$ cat src/rtl/pcileech_tlp_rx_packer.sv
// pcileech_tlp_rx_packer: packs the RX TLP DWORD stream into 8-DWORD blocks
// (7 data slots + 1 status DWORD) for the FT601 transmit path. There are two
// block buffers, so one can fill while the other drains.
// Optional build macro RX_PACKER_TIMEOUT_FLUSH_EN: a partial block closes
// after FLUSH_TIMEOUT idle cycles.
module pcileech_tlp_rx_packer #(
  parameter int unsigned FLUSH_TIMEOUT = 64,
  parameter logic [3:0]  STATUS_MAGIC  = 4'hE
) (
  input  logic        clk_100,
  input  logic        rst,
  output logic        in_rd_en,
  input  logic        in_empty,
  input  logic [31:0] in_data,
  input  logic        in_last,
  input  logic        in_valid,
  input  logic        in_flush,
  output logic [31:0] out_data,
  output logic        out_valid,
  input  logic        out_ready,
  output logic        out_sob
);

  typedef enum logic {IDLE, SEND} state_t;

  logic [1:0][6:0][31:0] buf_data;
  logic [1:0][6:0]       buf_vld;
  logic [1:0][6:0]       buf_lst;
  logic [1:0]            full;
  logic                  fill_ptr, drain_ptr;
  logic [2:0]            fill_cnt, cnt_nx;
  logic                  inflight;
  logic                  wr, flush_req, close, drain_done, tmo_hit;
  state_t                state;
  logic [2:0]            slot;

  // Fill-side decode. A flush request holds off new reads, so a close never
  // leaves a word in flight. Any word landing in the same cycle is counted
  // into the block that closes.
  assign wr        = inflight & in_valid;
  assign cnt_nx    = fill_cnt + {2'b0, wr};
  assign flush_req = in_flush | tmo_hit;
  assign close     = (cnt_nx == 3'd7) | (flush_req & (cnt_nx != 3'd0));
  assign in_rd_en  = ~rst & ~in_empty & ~full[fill_ptr] & ~flush_req &
                     (({1'b0, fill_cnt} + {3'b0, inflight}) < 4'd7);
  assign drain_done = (state == SEND) & (slot == 3'd7) & out_valid & out_ready;

`ifdef RX_PACKER_TIMEOUT_FLUSH_EN
  logic [15:0] idle_cnt;
  logic        idle_tick;
  assign idle_tick = (fill_cnt != 3'd0) & ~inflight;
  assign tmo_hit   = idle_tick & (idle_cnt == 16'(FLUSH_TIMEOUT - 1));

  // Idle counter: counts quiet cycles on a partial block and restarts on any returned word
  always_ff @(posedge clk_100) begin
    if (rst || inflight || close) idle_cnt <= '0;
    else if (idle_tick)           idle_cnt <= idle_cnt + 16'd1;
  end
`else
  // No timeout path in this build; the parameter only keeps the instance interface uniform
  assign tmo_hit = (FLUSH_TIMEOUT == 0) & 1'b0;
`endif

  // Word emitted for a given buffer and slot: data (0 if the slot is empty), or status in slot 7
  function automatic logic [31:0] slot_word(input logic b, input logic [2:0] s);
    logic [31:0] w;
    w = '0;
    if (s == 3'd7) begin
      w[31:28] = STATUS_MAGIC;
      for (int i = 0; i < 7; i++) begin
        w[2*i]   = buf_vld[b][i];
        w[2*i+1] = buf_lst[b][i];
      end
    end else if (buf_vld[b][s]) begin
      w = buf_data[b][s];
    end
    return w;
  endfunction

  // Fill side: write the returned words, close blocks, and release blocks that have drained
  always_ff @(posedge clk_100) begin
    if (rst) begin
      full     <= '0;
      buf_vld  <= '0;
      buf_lst  <= '0;
      fill_ptr <= 1'b0;
      fill_cnt <= '0;
      inflight <= 1'b0;
    end else begin
      inflight <= in_rd_en;
      if (drain_done) begin
        full[drain_ptr]    <= 1'b0;
        buf_vld[drain_ptr] <= '0;
        buf_lst[drain_ptr] <= '0;
      end
      if (wr) begin
        buf_data[fill_ptr][fill_cnt] <= in_data;
        buf_vld[fill_ptr][fill_cnt]  <= 1'b1;
        buf_lst[fill_ptr][fill_cnt]  <= in_last;
      end
      if (close) begin
        full[fill_ptr] <= 1'b1;
        fill_ptr       <= ~fill_ptr;
        fill_cnt       <= '0;
      end else begin
        fill_cnt <= cnt_nx;
      end
    end
  end

  // Drain FSM: emit 8 registered words per full buffer, chaining blocks with no gap between them
  always_ff @(posedge clk_100) begin
    if (rst) begin
      state     <= IDLE;
      slot      <= '0;
      drain_ptr <= 1'b0;
      out_data  <= '0;
      out_valid <= 1'b0;
      out_sob   <= 1'b0;
    end else begin
      case (state)
        IDLE: begin
          if (full[drain_ptr]) begin
            state     <= SEND;
            slot      <= '0;
            out_data  <= slot_word(drain_ptr, 3'd0);
            out_valid <= 1'b1;
            out_sob   <= 1'b1;
          end
        end
        SEND: begin
          if (out_valid && out_ready) begin
            if (slot == 3'd7) begin
              drain_ptr <= ~drain_ptr;
              if (full[~drain_ptr]) begin
                slot     <= '0;
                out_data <= slot_word(~drain_ptr, 3'd0);
                out_sob  <= 1'b1;
              end else begin
                state     <= IDLE;
                out_valid <= 1'b0;
                out_sob   <= 1'b0;
                out_data  <= '0;
              end
            end else begin
              slot     <= slot + 3'd1;
              out_data <= slot_word(drain_ptr, slot + 3'd1);
              out_sob  <= 1'b0;
            end
          end
        end
        default: state <= IDLE;
      endcase
    end
  end

endmodule

$ cat config.mk
export PLATFORM = sky130hd
export DESIGN_NAME = pcileech_tlp_rx_packer
export DESIGN_NICKNAME = d
export VERILOG_FILES = /design/src/rtl/pcileech_tlp_rx_packer.sv
export SDC_FILE = /design/constraint.sdc
export NUM_CORES = 1
export LEC_CHECK = 0
export CORE_ASPECT_RATIO = 0.9
export CORE_MARGIN = 1.5
export CORE_UTILIZATION = 50
export CTS_BUF_LIST = sky130_fd_sc_hd__clkbuf_16
export DETAILED_ROUTE_END_ITERATION = 8
export PLACE_DENSITY = 0.67
export SYNTH_ARGS = -nofsm -noshare
export SYNTH_HDL_FRONTEND = slang
export SYNTH_SLANG_ARGS = --single-unit
$ cat constraint.sdc
create_clock -name clk_100 -period 5.4 [get_ports clk_100]
set_input_delay 1.08 -clock clk_100 [delete_from_list [all_inputs] [get_ports clk_100]]
set_output_delay 1.08 -clock clk_100 [all_outputs]
set_load 0.005 [all_outputs]
==> key figures, run 1 <==
Outcome
  • Status: complete, no violations

Worst setup path
  • FF-to-FF Start: slot[0]
  • Critical Path Start Type: primary input
  • Crit Path Max Fanout: 3
  • Element type at the critical path end: primary output
  • Critical path type: primary input to primary output
  • WP data required: 4320 ps
  • R2r worst-path depth: 7
  • CP startpoint: rst
  • Crit path DAT: 2540 ps

Finish
  • Layout-stage area growth over the synthesis result: 14.1%
  • Final Instance Area: 0.0247 sq mm
  • Non-filler instance count after layout: 1982
  • Nets@finish: 1429
  • Layout cells sized above 1: 19.4%
  • Core Util, Final: 57.6%

STA
  • Final setup fails: 0
  • Slew headroom: 30.0%
  • Crit path time final: 3620 ps
  • WHS: 450 ps
  • Worst Skew: 20.1 ps
  • Hold Fails Final Rpt: 0
  • Period utilization: 67.0%
  • RSZ-0062 raised after global routing: no
  • Pins Over Slew Limit: 0
  • Post-Route Setup TNS: 0 ps
  • Fmax achieved: 0.276 GHz
  • Worst Max-Slew Pin Slew: 1040 ps

Route
  • Wire per inst: 28.5 microns
  • DR pass1 iterations: 5
  • Post-route DRC: 0
  • Initial drt markers: 1506
  • Vias per cell: 6.48
  • Vias: 12800
  • DRT Wirelength: 56400 microns
  • ANT nets after route: 0

Die
  • Core ar.: 0.0429 sq mm
  • Die area: 0.0446 sq mm
  • Die Height: 201 microns
  • Die Width: 222 microns
  • Top Ports: 74
  • Core Rows: 72
  • Initial core utilization: 50.5%

Min path
  • Worst Hold Path Cells: 1
  • HP Class: flip-flop to flip-flop
  • Worst hold start: buf_vld[11]

Synthesis
  • Xor/xnor share of the synthesized area: 0.0808%
  • Syn Inst Count: 1303
  • Post-synthesis adder-cell area fraction: 0.346%
  • Seq/Total Area, Yosys: 68.9%
  • #FFs+latches synth: 522
  • Post-synthesis compound-gate area fraction: 10.7%
  • Post-Syn Area: 0.0217 sq mm
  • Syn_area_per_cell: 16.6 sq um
  • Mapped Nets: 1348
  • Post-synth EDFFs: 448
  • Synth Area in Simple Gates: 3.87%
  • Main combinational cell family by area after synthesis: multiplexers
  • Ys async rst share: 0%
  • Ys flop type: edfxtp_1
  • Distinct cells, synth: 71
  • Post-synthesis mux area share: 13.4%
  • Yosys warnings: 0

Power and ir drop
  • Sequential Power Share: 51.3%
  • Net Sw Power: 2010 uW
  • Sw Share: 23.1%
  • Gate power share: 8.6%
  • Clk pwr share: 40.1%
  • Lkg Pwr: 0.00793 uW
  • Power Dens Cells: 352 mW/mm^2
  • Cell Int Power: 6690 uW
  • Max IR drop VDD: 0.276 mV

Clock tree
  • Cts hold-fix bufs: 0
  • Clock-pin slew on the worst setup and hold paths: 60 ps
  • Number of buffers created by CTS: 52
  • Worst skew pair latency: 610 ps
  • CTS Buffer Depth: 3
  • Clock sinks: 522
  • H-tree depth: 2
  • CTS tree: done
  • Setup Buffers After CTS: 0
  • Clock Tree Root: clkbuf_16
  • Post-cts gate resize count: 0

Flow run
  • Max-cap violations: 0

Placement
  • Routability congestion estimate from global placement: 0.848
  • DP Wirelength: 33800 microns
  • I/O Buffers: 73
  • Dpl cells: 1885
  • Area after DPL: 0.0231 sq mm

Global routing
  • First-pass GRT wire length: 84200 microns
  • Largest net degree at the start of global routing: 94
  • Initial antenna violation count: 1
  • Global route overflow: 0
  • Total Routing Usage GR: 25.6%
  • Vias in the first global route: 12800
[logic make-up after synthesis]
family / after synthesis
AOI/OAI and AO/OA: 318
DFF: 522
xor gates and xnor gates: 2
buffers and inverters: 97
and+or+nand+nor: 176
muxes: 182
adders and majority gates: 6
[worst max-delay path, cell delays in order]
cell and delay (ps):
clkdlybuf4s50_1 460, nor3_1 220, nand3_1 120, a31oi_1 150, clkdlybuf4s50_1 510
[cell usage in the layout, fill, tap and decap left out, types with 11 or more instances in the layout]
| cell | netlist | layout |
|---|---|---|
| nand2_1 | 67 | 67 |
| mux2i_1 | 50 | 50 |
| a22oi_1 | 14 | 14 |
| a221o_1 | 42 | 42 |
| inv_1 | 5 | 12 |
| nor2_4 | 0 | 11 |
| clkdlybuf4s50_1 | 0 | 73 |
| o22ai_1 | 14 | 14 |
| dfxtp_1 | 74 | 72 |
| mux4_2 | 78 | 78 |
| a21o_1 | 17 | 17 |
| mux2_2 | 48 | 48 |
| nand2b_1 | 18 | 18 |
| buf_4 | 14 | 40 |
| clkinv_1 | 0 | 14 |
| clkbuf_16 | 0 | 53 |
| clkinv_2 | 0 | 14 |
| nor2_1 | 44 | 33 |
| a221oi_1 | 24 | 24 |
| o21ai_1 | 17 | 17 |
| edfxtp_1 | 448 | 448 |
| o21ai_0 | 38 | 38 |
| a21oi_1 | 55 | 55 |
[power groups by stage]
stage               sequential (uW)  combinational (uW)  clock [uW]
CTS                            4470                 742        3520
floorplan                      4530                 425           0
finish                         4470                 745        3490
global route                   4470                 799        3680
detailed placement             4550                 738           0
global placement               4550                 727           0
[layer usage]
layer	up-vias	share of wire [%]	global-route usage, %
met4	0	2.7	8.21
met3	94	7.8	5.24
met1	6647	42	36.2
met5	-	0	0
li1	5529	-	-
met2	571	47	40.2
[state kept, by name, summed over array words and instances, names as in the netlist, 2 cells and up]
signal,count
out_data,32
buf_vld,14
buf_data,448
fill_cnt,3
slot,3
buf_lst,14
full,2
[layout make-up]
cell class	count	area [sq um]
Clock inverter	43	302
Inverter	6	22.5
Fill cell	3269	18200
Antenna cell	1	2.50
Timing Repair Buffer	118	1130
Tap cell	555	694
Sequential cell	522	14900
Clock buffer	53	1330
Multi-Input combinational cell	684	6300
[per-stage QoR]
stage          total power, uW  setup slack [ps]
2_1_floorplan             4950              1320
3_3_place_gp              5280              1430
3_5_place_dp              5290              1340
4_1_cts                   8730              1760
5_1_grt                   8950              1610
6_report                  8700              1780
[cell usage after synthesis, drive strengths merged (24+ instances only)]
| master | number | area share [%] |
|---|---|---|
| nand2 | 67 | 1.2 |
| dfxtp | 74 | 6.8 |
| nor2 | 45 | 0.79 |
| a221o | 42 | 1.9 |
| o21ai | 55 | 1.3 |
| mux4 | 81 | 8.5 |
| a221oi | 24 | 0.97 |
| buf | 54 | 1.9 |
| a21oi | 56 | 1.3 |
| mux2i | 50 | 2.3 |
| clkbuf | 37 | 0.64 |
| edfxtp | 448 | 62 |
| mux2 | 51 | 2.7 |
[path summary, 6_finish.rpt]
| kind | endpoint | slack [ps] |
|---|---|---|
| max | in_rd_en | 1780 |
| min | buf_vld[11] | 450 |
| max reg2reg | out_data[13] | 1850 |
| min reg2reg | buf_vld[11] | 450 |
No activity file was read; power rests on OpenSTA's default activity.
==> inputs of run 2 (changes only) <==
Clock period 5.4 ns to 3.5 ns, I/O delays scaled along.
==> run 2 against run 1 <==
Net effect:
- register-to-register slack worse by 1200 ps
- worst hold slack improved by 3.3 ps
- largest cell class unchanged
- sequential power is 54% higher
- final area is 1.1% higher
- combinational power is 58% higher
- die area did not move
- non-clock buffer count increased by 21
==> key figures, run 2 (same netlist as run 1, synthesis figures left out) <==
Clock tree
  • CTS tree: done
  • Clock sinks: 522 (unchanged)
  • Worst skew pair latency: 600 ps (about the same)
  • Clock Tree Root: clkbuf_16
  • Setup Buffers After CTS: 0 (unchanged)
  • Cts hold-fix bufs: 0 (unchanged)
  • Clock-pin slew on the worst setup and hold paths: 60 ps (about the same)
  • H-tree depth: 2 (unchanged)
  • Post-cts gate resize count: 0 (unchanged)
  • Number of buffers created by CTS: 51 (-1.9%)
  • CTS Buffer Depth: 3 (unchanged)

Worst setup path
  • CP most frequent cell: ha_1
  • Critical Path Start Type: flip-flop
  • Crit path DAT: 2240 ps (-300 ps)
  • Critical path, cell by cell: ha_1, ha_1, xor2_1, a31oi_1, clkdlybuf4s50_1
  • CP max stage delay: 520 ps (about the same)
  • WP data required: 2800 ps (-1520 ps)
  • Crit Path Max Fanout: 8 (+5)
  • Element type at the critical path end: primary output
  • CP max stage cell: clkdlybuf4s50_1
  • Critical path type: flip-flop to primary output

Power and ir drop
  • Cell Int Power: 10500 uW (+57%)
  • Max IR drop VDD: 0.405 mV (+47%)
  • Net Sw Power: 3050 uW (+52%)
  • Clk pwr share: 40.6% (+0.5 points)
  • Gate power share: 8.7% (about the same)
  • Power Dens Cells: 544 mW/mm^2 (+54%)
  • Lkg Pwr: 0.00807 uW (+1.8%)
  • Sw Share: 22.5% (-0.59 points)
  • Sequential Power Share: 50.7% (-0.6 points)

STA
  • Crit path time final: 2940 ps
  • Period utilization: 84.0%
  • Worst Max-Slew Pin Slew: 1090 ps (+49.2 ps)
  • Post-Route Setup TNS: 0 ps (unchanged)
  • Worst Skew: 21.4 ps (+1.23 ps)
  • Slew headroom: 27.0% (-3.0 points)
  • Fmax achieved: 0.340 GHz
  • Hold Fails Final Rpt: 0 (unchanged)
  • RSZ-0062 raised after global routing: no
  • Pins Over Slew Limit: 0 (unchanged)
  • Final setup fails: 0 (unchanged)

Min path
  • HP Class: flip-flop to flip-flop

Placement
  • I/O Buffers: 73 (unchanged)
  • DP Wirelength: 33900 microns (+0.13%)
  • Area after DPL: 0.0233 sq mm (+0.85%)
  • Routability congestion estimate from global placement: 0.872 (+2.9%)

Finish
  • Max reg flops: 448 (unchanged)
  • Layout cells sized above 1: 20.6% (+1.2 points)
  • Final Instance Area: 0.0250 sq mm (+1.1%)
  • Largest reg by FF count: buf_data
  • Commonest non-fill, non-tap cells in the layout: edfxtp_1 (448), mux4_2 (78), clkdlybuf4s50_1 (73), dfxtp_1 (72), nand2_1 (67)
  • Nets@finish: 1449 (+1.4%)
  • Layout-stage area growth over the synthesis result: 15.3%
  • Largest registers: buf_data: 448 flops, out_data: 32 flops
  • # fillers: 3238 (-0.95%)
  • Most common cell after layout, fill and taps aside: edfxtp_1

Global routing
  • First-pass GRT wire length: 83400 microns (-0.95%)
  • Largest net degree at the start of global routing: 64 (-32%)
  • Global route overflow: 0 (unchanged)
  • Vias in the first global route: 12800 (-0.47%)
  • Initial antenna violation count: 1 (unchanged)
  • Total Routing Usage GR: 25.3% (-0.27 points)

Die
  • Die Width: 222 microns (unchanged)
  • Die area: 0.0446 sq mm (unchanged)
  • Core Rows: 72 (unchanged)
  • Initial core utilization: 50.5% (unchanged)
  • Core ar.: 0.0429 sq mm (unchanged)
  • Die Height: 201 microns (unchanged)
  • Top Ports: 74 (unchanged)

Route
  • Vias per cell: 6.41 (-0.99%)
  • DR pass1 iterations: 5 (unchanged)
  • Wire per inst: 27.9 microns (-2.0%)
  • Vias: 12800 (+0.055%)
  • Initial drt markers: 1395 (-7.4%)
  • Uppermost routed layer: met4
  • Post-route DRC: 0 (unchanged)
  • DRT Wirelength: 55900 microns (-0.93%)
  • Metal3 WL: 4780 microns (+7.9%)
  • Met2 wire length: 26300 microns (-1.5%)
  • Post-route met1 wirelength: 23100 microns (-3.0%)
  • ANT nets after route: 0 (unchanged)

Outcome
  • Status: complete, no violations

Flow run
  • Max-cap violations: 0 (unchanged)
==> run 2: metal layers <==
metal / global-route usage (%) / vias up
met5: 0 / -
met4: 9.35 / 0
met3: 5.14 / 110
met2: 39.9 / 601
met1: 35.2 / 6573
li1: - / 5564
==> run 2: critical path, delay by kind of cell, from the launching register on <==
| family | cells | cell delay (ps) |
|---|---|---|
| AOI/OAI and AO/OA | 1 | 180 |
| xor gates and xnor gates | 1 | 150 |
| adders and majority gates | 2 | 430 |
| buffers and inverters | 1 | 520 |
| DFF | 1 | 370 |
==> run 2: cell type report <==
class / count / area, sq um / area share, %
diodes: 1 / 2.50 / 0.0100
clock buffers: 52 / 1300 / 5.21
clock inverters: 44 / 393 / 1.57
inverters: 6 / 22.5 / 0.0902
multi-input cells: 684 / 6300 / 25.2
flip-flops and latches: 522 / 14900 / 59.8
well taps: 555 / 694 / 2.78
repair buffers: 139 / 1330 / 5.31
==> run 2: path summary, 6_finish.rpt <==
| path | startpoint | to | slack (ps) | depth (start not counted) |
|---|---|---|---|---|
| setup / recovery | fill_cnt[0] | in_rd_en | 560 | 5 |
| hold / removal | buf_vld[6] | buf_vld[6] | 450 | 1 |
| setup reg to reg | slot[0] | out_data[25] | 690 | 7 |
| hold reg to reg | buf_vld[6] | buf_vld[6] | 450 | 1 |
==> run 2: per-stage QoR <==
| stage | util (%) | hold WS, ps | worst slack, ps | std cells | total power, uW |
|---|---|---|---|---|---|
| CTS | 58.2 | 455 | 531 | 2002 | 13700 |
| detailed placement | 54.3 | 441 | 343 | 1906 | 8190 |
| finish | 58.2 | 453 | 561 | 2003 | 13600 |
| global route | 58.2 | 473 | 433 | 2003 | 14000 |
| global placement | 54.3 | 429 | 327 | 1906 | 8170 |
| floorplan | - | 421 | -204 | 1303 | 7640 |
==> run 2: power groups by stage <==
stage / sequential (uW) / combinational, uW / clock, uW
2_1_floorplan: 6990 / 656 / 0
3_3_place_gp: 7020 / 1150 / 0
3_5_place_dp: 7020 / 1160 / 0
4_1_cts: 6890 / 1170 / 5590
5_1_grt: 6890 / 1260 / 5830
6_report: 6890 / 1180 / 5510
==> inputs of run 3 (changes only) <==
Settings changed: PLACE_DENSITY 0.67 to 0.7.
Clock period 3.5 ns to 2.7 ns, I/O delays scaled along.
==> run 3 against run 2 <==
Net effect:
- final area is 1.2% higher
- sequential share of layout area decreased by 0.70 points
- total power is 27% higher
- non-clock buffer count grew 26
- core utilization is 0.70 points higher
- first-iteration DRC count grew 2.4%
- routed wire length fell by 0.39%
- register-to-register slack worse by 550 ps
==> key figures, run 3 (same netlist as run 1, synthesis figures left out) <==
Outcome
  • Status: complete, no violations

Die
  • Top Ports: 74 (unchanged)
  • Initial core utilization: 50.5% (unchanged)
  • Core ar.: 0.0429 sq mm (unchanged)
  • Die Height: 201 microns (unchanged)
  • Core Rows: 72 (unchanged)
  • Die Width: 222 microns (unchanged)
  • Die area: 0.0446 sq mm (unchanged)

Worst setup path
  • Element type at the critical path end: flip-flop
  • Buf+Inv Stages, Crit Path: 2 (+1)
  • CP max stage delay: 750 ps (+230 ps)
  • WP data required: 3230 ps (+430 ps)
  • Critical path, cell by cell: inv_1, ha_4, nor2b_1, a222oi_1, buf_4, nor4_4, a22oi_1, a21oi_1
  • CP max stage cell: nor4_4
  • Crit Path Max Fanout: 10 (+2)
  • Critical Path Start Type: flip-flop
  • Critical path type: flip-flop to flip-flop
  • Crit path max-delay family: simple AND/OR/NAND/NOR gates
  • Crit path DAT: 3090 ps (+850 ps)

Clock tree
  • Cts hold-fix bufs: 0 (unchanged)
  • Number of buffers created by CTS: 51 (unchanged)
  • CTS tree: done
  • Clock sinks: 522 (unchanged)
  • Clock Tree Root: clkbuf_16
  • Clock-pin slew on the worst setup and hold paths: 60 ps (about the same)
  • CTS Buffer Depth: 3 (unchanged)
  • H-tree depth: 2 (unchanged)
  • Worst skew pair latency: 610 ps (about the same)

Placement
  • I/O Buffers: 73 (unchanged)
  • Pre-CTS WS: 159 ps (-184 ps)
  • DP Wirelength: 34800 microns (+2.6%)
  • Routability congestion estimate from global placement: 0.860 (-1.4%)

Route
  • Vias per cell: 6.45 (+0.50%)
  • DRT Wirelength: 55700 microns (-0.39%)
  • ANT nets after route: 0 (unchanged)
  • Wire per inst: 27.5 microns (-1.5%)
  • Vias: 13100 (+1.7%)
  • DR pass1 iterations: 5 (unchanged)
  • Initial drt markers: 1428 (+2.4%)
  • Post-route DRC: 0 (unchanged)

STA
  • Final WS setup: 141 ps (-420 ps)
  • Period utilization: 94.8%
  • Slew headroom: 30.6% (+3.6 points)
  • Pins Over Slew Limit: 0 (unchanged)
  • Final setup fails: 0 (unchanged)
  • Fmax achieved: 0.391 GHz
  • Crit path time final: 2560 ps
  • Post-Route Setup TNS: 0 ps (unchanged)
  • Worst Skew: 26.8 ps (+5.40 ps)
  • RSZ-0062 raised after global routing: no
  • Hold Fails Final Rpt: 0 (unchanged)
  • Worst Max-Slew Pin Slew: 1040 ps (-55.4 ps)

Power and ir drop
  • Gate power share: 9.2% (+0.5 points)
  • Lkg Pwr: 0.00823 uW (+2.0%)
  • Sw Share: 23.0% (+0.47 points)
  • Clk pwr share: 39.0% (-1.6 points)
  • Net Sw Power: 3960 uW (+30%)
  • Sequential Power Share: 51.8% (+1.1 points)
  • Max IR drop VDD: 0.582 mV (+44%)
  • Cell Int Power: 13300 uW (+26%)
  • Power Dens Cells: 682 mW/mm^2 (+25%)

Finish
  • Nets@finish: 1475 (+1.8%)
  • Layout-stage area growth over the synthesis result: 16.6%
  • Layout cells sized above 1: 21.5% (+0.89 points)
  • Max reg flops: 448 (unchanged)
  • Largest reg by FF count: buf_data
  • Most common cell after layout, fill and taps aside: edfxtp_1
  • ANT cells: 0 (-1)
  • # fillers: 3233 (-0.15%)
  • Largest registers: buf_data: 448 flops, out_data: 32 flops
  • Commonest non-fill, non-tap cells in the layout: edfxtp_1 (448), mux4_2 (78), clkdlybuf4s50_1 (72), dfxtp_1 (70), nand2_1 (67)
  • Core Util, Final: 58.9% (+0.70 points)

Global routing
  • Largest net degree at the start of global routing: 72 (+13%)
  • First-pass GRT wire length: 82500 microns (-1.0%)
  • Vias in the first global route: 12900 (+0.87%)
  • Total Routing Usage GR: 25.1% (-0.24 points)
  • Global route overflow: 0 (unchanged)
  • Initial antenna violation count: 0 (-1)

Flow run
  • Max-cap violations: 0 (unchanged)

Min path
  • HP Class: flip-flop to flip-flop
==> run 3: cell types whose count changed in the layout (fill, tap and decap cells not counted), sizes merged <==
cell and change:
buf +26, inv +10, clkinv -6, bufinv -4, clkinvlp -2, clkdlybuf4s50 -1
diode -1, dlygate4sd2 +1
==> run 3: worst paths after layout <==
kind / from / to / slack (ps) / cells past startpoint
worst max register to register: slot[0] / out_data[21] / 140 / 8
worst min register to register: buf_vld[12] / buf_vld[12] / 460 / 1
worst min-delay path: buf_vld[12] / buf_vld[12] / 460 / 1
worst max-delay path: slot[0] / out_data[21] / 140 / 8
==> run 3: repair_timing <==
item,in CTS,in global routing
endpoints found under the setup margin,1,0
resized for setup,3,0
setup buffers,0,0
==> run 3: power groups by stage <==
| stage | sequential [uW] | combinational (uW) | clock (uW) |
|---|---|---|---|
| 2_1_floorplan | 9060 | 860 | 0 |
| 3_3_place_gp | 9100 | 1540 | 0 |
| 3_5_place_dp | 9090 | 1570 | 0 |
| 4_1_cts | 8920 | 1570 | 6820 |
| 5_1_grt | 8930 | 1680 | 7090 |
| 6_report | 8930 | 1590 | 6720 |
==> run 3: layout make-up <==
| cell class | count | area, sq um | area share [%] |
|---|---|---|---|
| Tap cell | 555 | 694 | 2.75 |
| Inverter | 6 | 22.5 | 0.0891 |
| Clock buffer | 52 | 1300 | 5.15 |
| Multi-Input combinational cell | 684 | 6300 | 24.9 |
| Sequential cell | 522 | 14900 | 59.1 |
| Timing Repair Buffer | 165 | 1750 | 6.90 |
| Clock inverter | 42 | 268 | 1.06 |
==> run 3: per-stage QoR <==
stage          hold WS, ps  total power [uW]  cell area, sq um  instances
2_1_floorplan          421              9920             21700       1303
5_1_grt                475             17700             25300       2026
6_report               457             17200             25300       2026
3_5_place_dp           444             10700             23700       1932
4_1_cts                459             17300             25300       2026
3_3_place_gp           430             10600             23700       1932
==> run 3: worst reg2reg max path, delay by kind of cell (launching register included) <==
family | cells | cell delay, ps
buffers and inverters | 2 | 280
AO/OA/AOI/OAI | 3 | 540
AND/OR/NAND/NOR | 2 | 990
flip-flops | 1 | 370
adder cells (fa/ha/maj) | 1 | 320
==> run 3: per-layer routing <==
| layer | vias up | share of wire, % | global-route usage [%] |
|---|---|---|---|
| met2 | 690 | 45 | 38.0 |
| met3 | 110 | 9.6 | 5.01 |
| li1 | 5617 | - | - |
| met5 | - | 0 | 0 |
| met1 | 6644 | 42 | 36.5 |
| met4 | 0 | 3.1 | 9.04 |
